$ cat config.mk
export PLATFORM = sky130hd
export DESIGN_NAME = pipe_stage_reg
export DESIGN_NICKNAME = d
export VERILOG_FILES = /design/src/rtl/pipe_stage_reg.sv
export SDC_FILE = /design/constraint.sdc
export NUM_CORES = 1
export LEC_CHECK = 0
export BUFFER_PORTS_ARGS = -buffer_cell sky130_fd_sc_hd__buf_2
export CAP_MARGIN = 20
export CORE_MARGIN = 5
export CORE_UTILIZATION = 50
export DETAILED_ROUTE_END_ITERATION = 8
export GPL_TIMING_DRIVEN = 0
export PLACE_DENSITY_LB_ADDON = 0.25
export SLEW_MARGIN = 10
export SYNTH_ARGS = -nofsm -noshare
export SYNTH_HDL_FRONTEND = slang
export SYNTH_SLANG_ARGS = --single-unit
$ cat constraint.sdc
create_clock -name clk -period 3.2 [get_ports clk]
set_input_delay 0.64 -clock clk [delete_from_list [all_inputs] [get_ports clk]]
set_output_delay 0.64 -clock clk [all_outputs]
set_load 0.1 [all_outputs]
$ cat src/rtl/pipe_stage_reg.sv
`default_nettype none
// ============================================================================
// Module   : pipe_stage_reg
// Brief    : Parametrised pipeline stage register with valid/ready handshake,
//            synchronous flush and an optional second (skid) entry.
//            Build option: define PIPE_SKID_EN to add the skid entry. This
//            registers in_ready and lets level reach 2.
// Revision : 1.0 - initial release
// ============================================================================
module pipe_stage_reg #(
    parameter int               WIDTH     = 32,
    parameter logic [WIDTH-1:0] RESET_VAL = '0
) (
    input  logic             clk,
    input  logic             rst,        // asynchronous, active-low
    input  logic             flush,
    input  logic             in_valid,
    output logic             in_ready,
    input  logic [WIDTH-1:0] in_data,
    output logic             out_valid,
    input  logic             out_ready,
    output logic [WIDTH-1:0] out_data,
    output logic [1:0]       level
);

    // Main entry: always holds the oldest payload and drives the outputs.
    logic             r_main_v;
    logic [WIDTH-1:0] r_main_d;

    // True when the main entry may be overwritten this cycle.
    logic w_main_free;
    // Upstream handshake completes this cycle.
    logic w_in_xfer;

    assign w_main_free = !r_main_v || out_ready;
    assign w_in_xfer   = in_valid && in_ready;

    assign out_valid = r_main_v;
    assign out_data  = r_main_d;

`ifdef PIPE_SKID_EN
    // Skid entry: holds the younger payload accepted while main was stalled.
    logic             r_skid_v;
    logic [WIDTH-1:0] r_skid_d;

    // in_ready depends only on a flop, so it has no path from out_ready.
    assign in_ready = !r_skid_v;
    assign level    = {1'b0, r_main_v} + {1'b0, r_skid_v};

    // Main entry: refill from skid first to keep order, otherwise from input.
    always_ff @(posedge clk or negedge rst) begin
        if (!rst) begin
            r_main_v <= 1'b0;
            r_main_d <= RESET_VAL;
        end else if (flush) begin
            r_main_v <= 1'b0;
            r_main_d <= RESET_VAL;
        end else if (w_main_free) begin
            if (r_skid_v) begin
                r_main_v <= 1'b1;
                r_main_d <= r_skid_d;
            end else if (w_in_xfer) begin
                r_main_v <= 1'b1;
                r_main_d <= in_data;
            end else begin
                r_main_v <= 1'b0;
            end
        end
    end

    // Skid entry: fills when input arrives against a stalled main entry and
    // empties when its payload moves into main. No input can arrive while
    // it is full, because in_ready is low then.
    always_ff @(posedge clk or negedge rst) begin
        if (!rst) begin
            r_skid_v <= 1'b0;
            r_skid_d <= RESET_VAL;
        end else if (flush) begin
            r_skid_v <= 1'b0;
        end else if (w_main_free) begin
            r_skid_v <= 1'b0;
        end else if (w_in_xfer) begin
            r_skid_v <= 1'b1;
            r_skid_d <= in_data;
        end
    end
`else
    // Single entry: ready whenever main is empty or being consumed.
    assign in_ready = w_main_free;
    assign level    = {1'b0, r_main_v};

    // Main entry: load on input transfer, otherwise go empty and keep data.
    always_ff @(posedge clk or negedge rst) begin
        if (!rst) begin
            r_main_v <= 1'b0;
            r_main_d <= RESET_VAL;
        end else if (flush) begin
            r_main_v <= 1'b0;
            r_main_d <= RESET_VAL;
        end else if (w_main_free) begin
            if (w_in_xfer) begin
                r_main_v <= 1'b1;
                r_main_d <= in_data;
            end else begin
                r_main_v <= 1'b0;
            end
        end
    end
`endif

endmodule
`default_nettype wire

Word level (Yosys, flattened, before mapping)
Cells that the tools add are included.
{"block": "word_totals", "ff_bits": 33, "input_bits": 37, "out_inout_bits": 36, "elab_cells": 14}
{"block": "op_classes", "mux": 6, "n_reduce_logical": 6}
{"operator": "$mux 32", "count": 3}
{"operator": "$reduce_bool 2->1", "count": 2}
{"operator": "$mux 1", "count": 3}
{"operator": "$reduce_and 2->1", "count": 1}
{"operator": "$logic_and 1x1->1", "count": 1}
{"operator": "$logic_not 1->1", "count": 1}
{"operator": "$logic_or 1x1->1", "count": 1}

Longest topological paths before layout
{"block": "depth", "depth_word": 6, "mapped_depth": 5, "depth_no_buf": 3}

Worst setup path after synthesis
Ideal clock, no wire load.
{"block": "synth_path", "kind": "register to output", "start": "register r_main_v (netlist: out_valid)", "end": "output in_ready", "t_arrival_ns": 1.593, "t_required_ns": 2.560, "path_slack_ns": 0.967, "path_stages_with_launch": 4, "n_path_buf": 2, "cell_sequence": "dfrtp_1 -> nand2b_4 -> buf_6 -> buf_2"}
{"block": "synth_between", "elab_chain_len": 2}
{"element": "from (decl)", "line": "27", "rtl": "logic r_main_v;"}
{"element": "from (signal assigned)", "line": "95", "rtl": "r_main_v <= 1'b0;"}
{"element": "from (signal assigned)", "line": "98", "rtl": "r_main_v <= 1'b0;"}
{"element": "from (signal assigned)", "line": "102", "rtl": "r_main_v <= 1'b1;"}
{"element": "$logic_not 1->1", "line": "35", "rtl": "assign w_main_free = !r_main_v || out_ready;"}
{"element": "$logic_or 1x1->1", "line": "35"}
{"element": "to (decl)", "line": "18", "rtl": "output logic in_ready,"}
No other way between the ends.

Final worst setup path
Same ends and word-level chain as after synthesis.

==> key figures <==
CTS
  • Clock buffer depth: 2
  • Post-CTS sizing: 0
  • Num CTS Buffers: 5
  • Sink Count: 33
  • Root cell of the clock tree: clkbuf_4
  • Postcts setup bufs: 0
  • CTS clk-pin slew, worst paths: around 100 ps
  • CTS Hold Bufs: 0
  • Htree depth: 2
  • CTS tree: built
  • Skew-Pair Late Insertion Delay: roughly 330 ps

Timing
  • Clock Skew: between 3 and 4 ps
  • FMAX: around 430 MHz
  • Final hold vios: 0
  • Final Cycle Share: 0.723
  • Setup TNS: 0 ps
  • Period minus WS final: approximately 2300 ps
  • Max-slew violations: 0
  • # setup viols final: 0
  • RSZ-0062 raised after global routing: false
  • Relative slew slack: 0.513
  • Hold slack final: ~350 ps
  • Worst slew pin tran: 731 ps

Route
  • Vias per cell: around 5.2
  • Routed WL: 3990 um
  • Drt drc: 0
  • Post-route ant nets: 0
  • DR pass1 iterations: 4
  • Vias post-DR: about 1.4k
  • Avg WL per Cell: around 15 um
  • Number of DRC markers in iteration 0: 87

Setup path
  • Crit Path Class: flop to output port
  • CP required: about 2600 ps
  • Worst reg-to-reg path cell count: 5
  • Reg2reg end: out_data[7]
  • Worst setup SP type: flop
  • Startpoint of the worst register-to-register path: out_valid
  • Crit-path max FO: 10
  • CP arrival: between 1500 and 2000 ps
  • Flop-to-flop setup slack: ~2000 ps
  • CP endpoint kind: output port

Die
  • Die width: about 67 um
  • Initial core utilization: 0.529
  • Placeable Area: 0.00308 mm2
  • I/O pin total: 73
  • Die H: around 67 um
  • Die Area: between 0.004 and 0.005 mm2
  • Num rows: 20

Synthesis
  • Mapped Cells: 153
  • Synth unique cells: 14
  • Synth Register Bits: 33
  • Synth top cells by count: dfrtp_1, nand3_1, a21oi_1
  • Share of the synthesized area in the top cell type: 0.507
  • Post-Syn Area: between 0.0015 and 0.002 mm2
  • Syn nets: 190
  • Cell with the most instances after synthesis: dfrtp_1
  • Ys Warns: 0
  • FFs w/ async S/R, synth: 1.00
  • Main synth FF type: dfrtp_1
  • Area leader, netlist: dfrtp_1
  • Synth top area cells: dfrtp_1, a21bo_2, nand3_1
  • Number of synthesized flops with an enable pin: 0
  • Syn_area_per_cell: about 11 um2
  • Seq/Total Area, Yosys: 0.507

Global routing
  • Total gr overflow: 0
  • Antenna violations before repair: 0
  • Vias in the first global route: about 1.3k
  • Largest net degree at the start of global routing: 34
  • Tot GR Track Use: 0.191
  • First-pass GRT wire length: about 6400 um

Finish
  • Synthesis-to-finish area growth: 27.7%
  • Nets@finish: ~270
  • Ant diodes: 0
  • Fillers: between 200 and 300
  • Share of layout cells above drive strength 1: 0.543

Pwr
  • Worst-case vdd ir drop: 309 uV
  • LEAKAGE: 1.08 nW
  • Design Power: 0.00101 W
  • Power per cell area: between 400 and 500 mW/mm2

Outcome
  • Outcome: finished clean

Placement
  • Final HPWL DP: around 2900 um
  • GPL Wtd Cong: between 0.7 and 0.8
  • Port Buf Inserts: between 60 and 70

Hold path
  • Type of the tightest min-delay check: input pin to async pin

Flow run
  • Number of max-cap violations: 0
-- critical path, stage by stage, from the launching register on --
cell and delay, ps:
dfrtp_1 430, nand2b_4 90, buf_6 140, buf_2 220, buf_2 460
-- sequential cells by signal (all words and copies together), names as in the netlist --
register / count
out_data: 32
out_valid: 1
-- cell usage in the layout (no fill, tap or decap), drive strengths merged --
| cell | count |
|---|---|
| buf | 84 |
| dfrtp | 33 |
| a21oi | 33 |
| nand3 | 32 |
| a21bo | 32 |
| clkbuf | 11 |
| clkinv | 2 |
| nand2b | 1 |
| inv | 1 |
| conb | 1 |
-- through the flow --
step                 util  setup slack, ps  instance area, um2  instances
floorplan               -              967                1630        153
global placement    0.659              903                2030        266
detailed placement  0.659              884                2030        266
CTS                 0.676              860                2080        274
global route        0.676              811                2080        274
finish              0.676              885                2080        274
-- power breakdown --
part,switching (W),internal [W],leakage [nW],total (W)
sequential,0.0000111,0.000440,0.441,0.000451
combinational,0.000263,0.0000746,0.607,0.000337
clock,0.000141,0.0000837,0.0320,0.000224
-- layout make-up --
cell class | count | area [um2] | area share
flip-flops and latches | 33 | 826 | 0.397
inverters | 1 | 3.75 | 0.00181
plain buffers | 20 | 113 | 0.0542
clock inverters | 2 | 10.0 | 0.00481
clock buffers | 6 | 41.3 | 0.0199
repair buffers | 69 | 345 | 0.166
well taps | 44 | 55.1 | 0.0265
multi-input cells | 99 | 686 | 0.330
-- metal layers --
| layer | GRT usage | wire length, um |
|---|---|---|
| met2 | 0.307 | 1950 |
| met3 | 0.0691 | 308 |
| met5 | 0 | 0 |
| met1 | 0.240 | 1690 |
| met4 | 0.0532 | 44 |
-- logic make-up after synthesis --
group / synth area share
AOI/OAI and AO/OA: 0.312
buffers and inverters: 0.0715
DFF: 0.507
other: 0.00230
and+or+nand+nor: 0.107
-- how the worst max path moves through the flow --
| stage | start | end | cells after the start |
|---|---|---|---|
| floorplan | out_valid | in_ready | 3 |
| detailed placement | out_ready | in_ready | 5 |
| finish | out_valid | in_ready | 4 |
| global route | out_valid | in_ready | 4 |
| CTS | out_valid | in_ready | 4 |
| global placement | out_ready | in_ready | 5 |
Note: power is estimated with default switching activity, not from simulation.
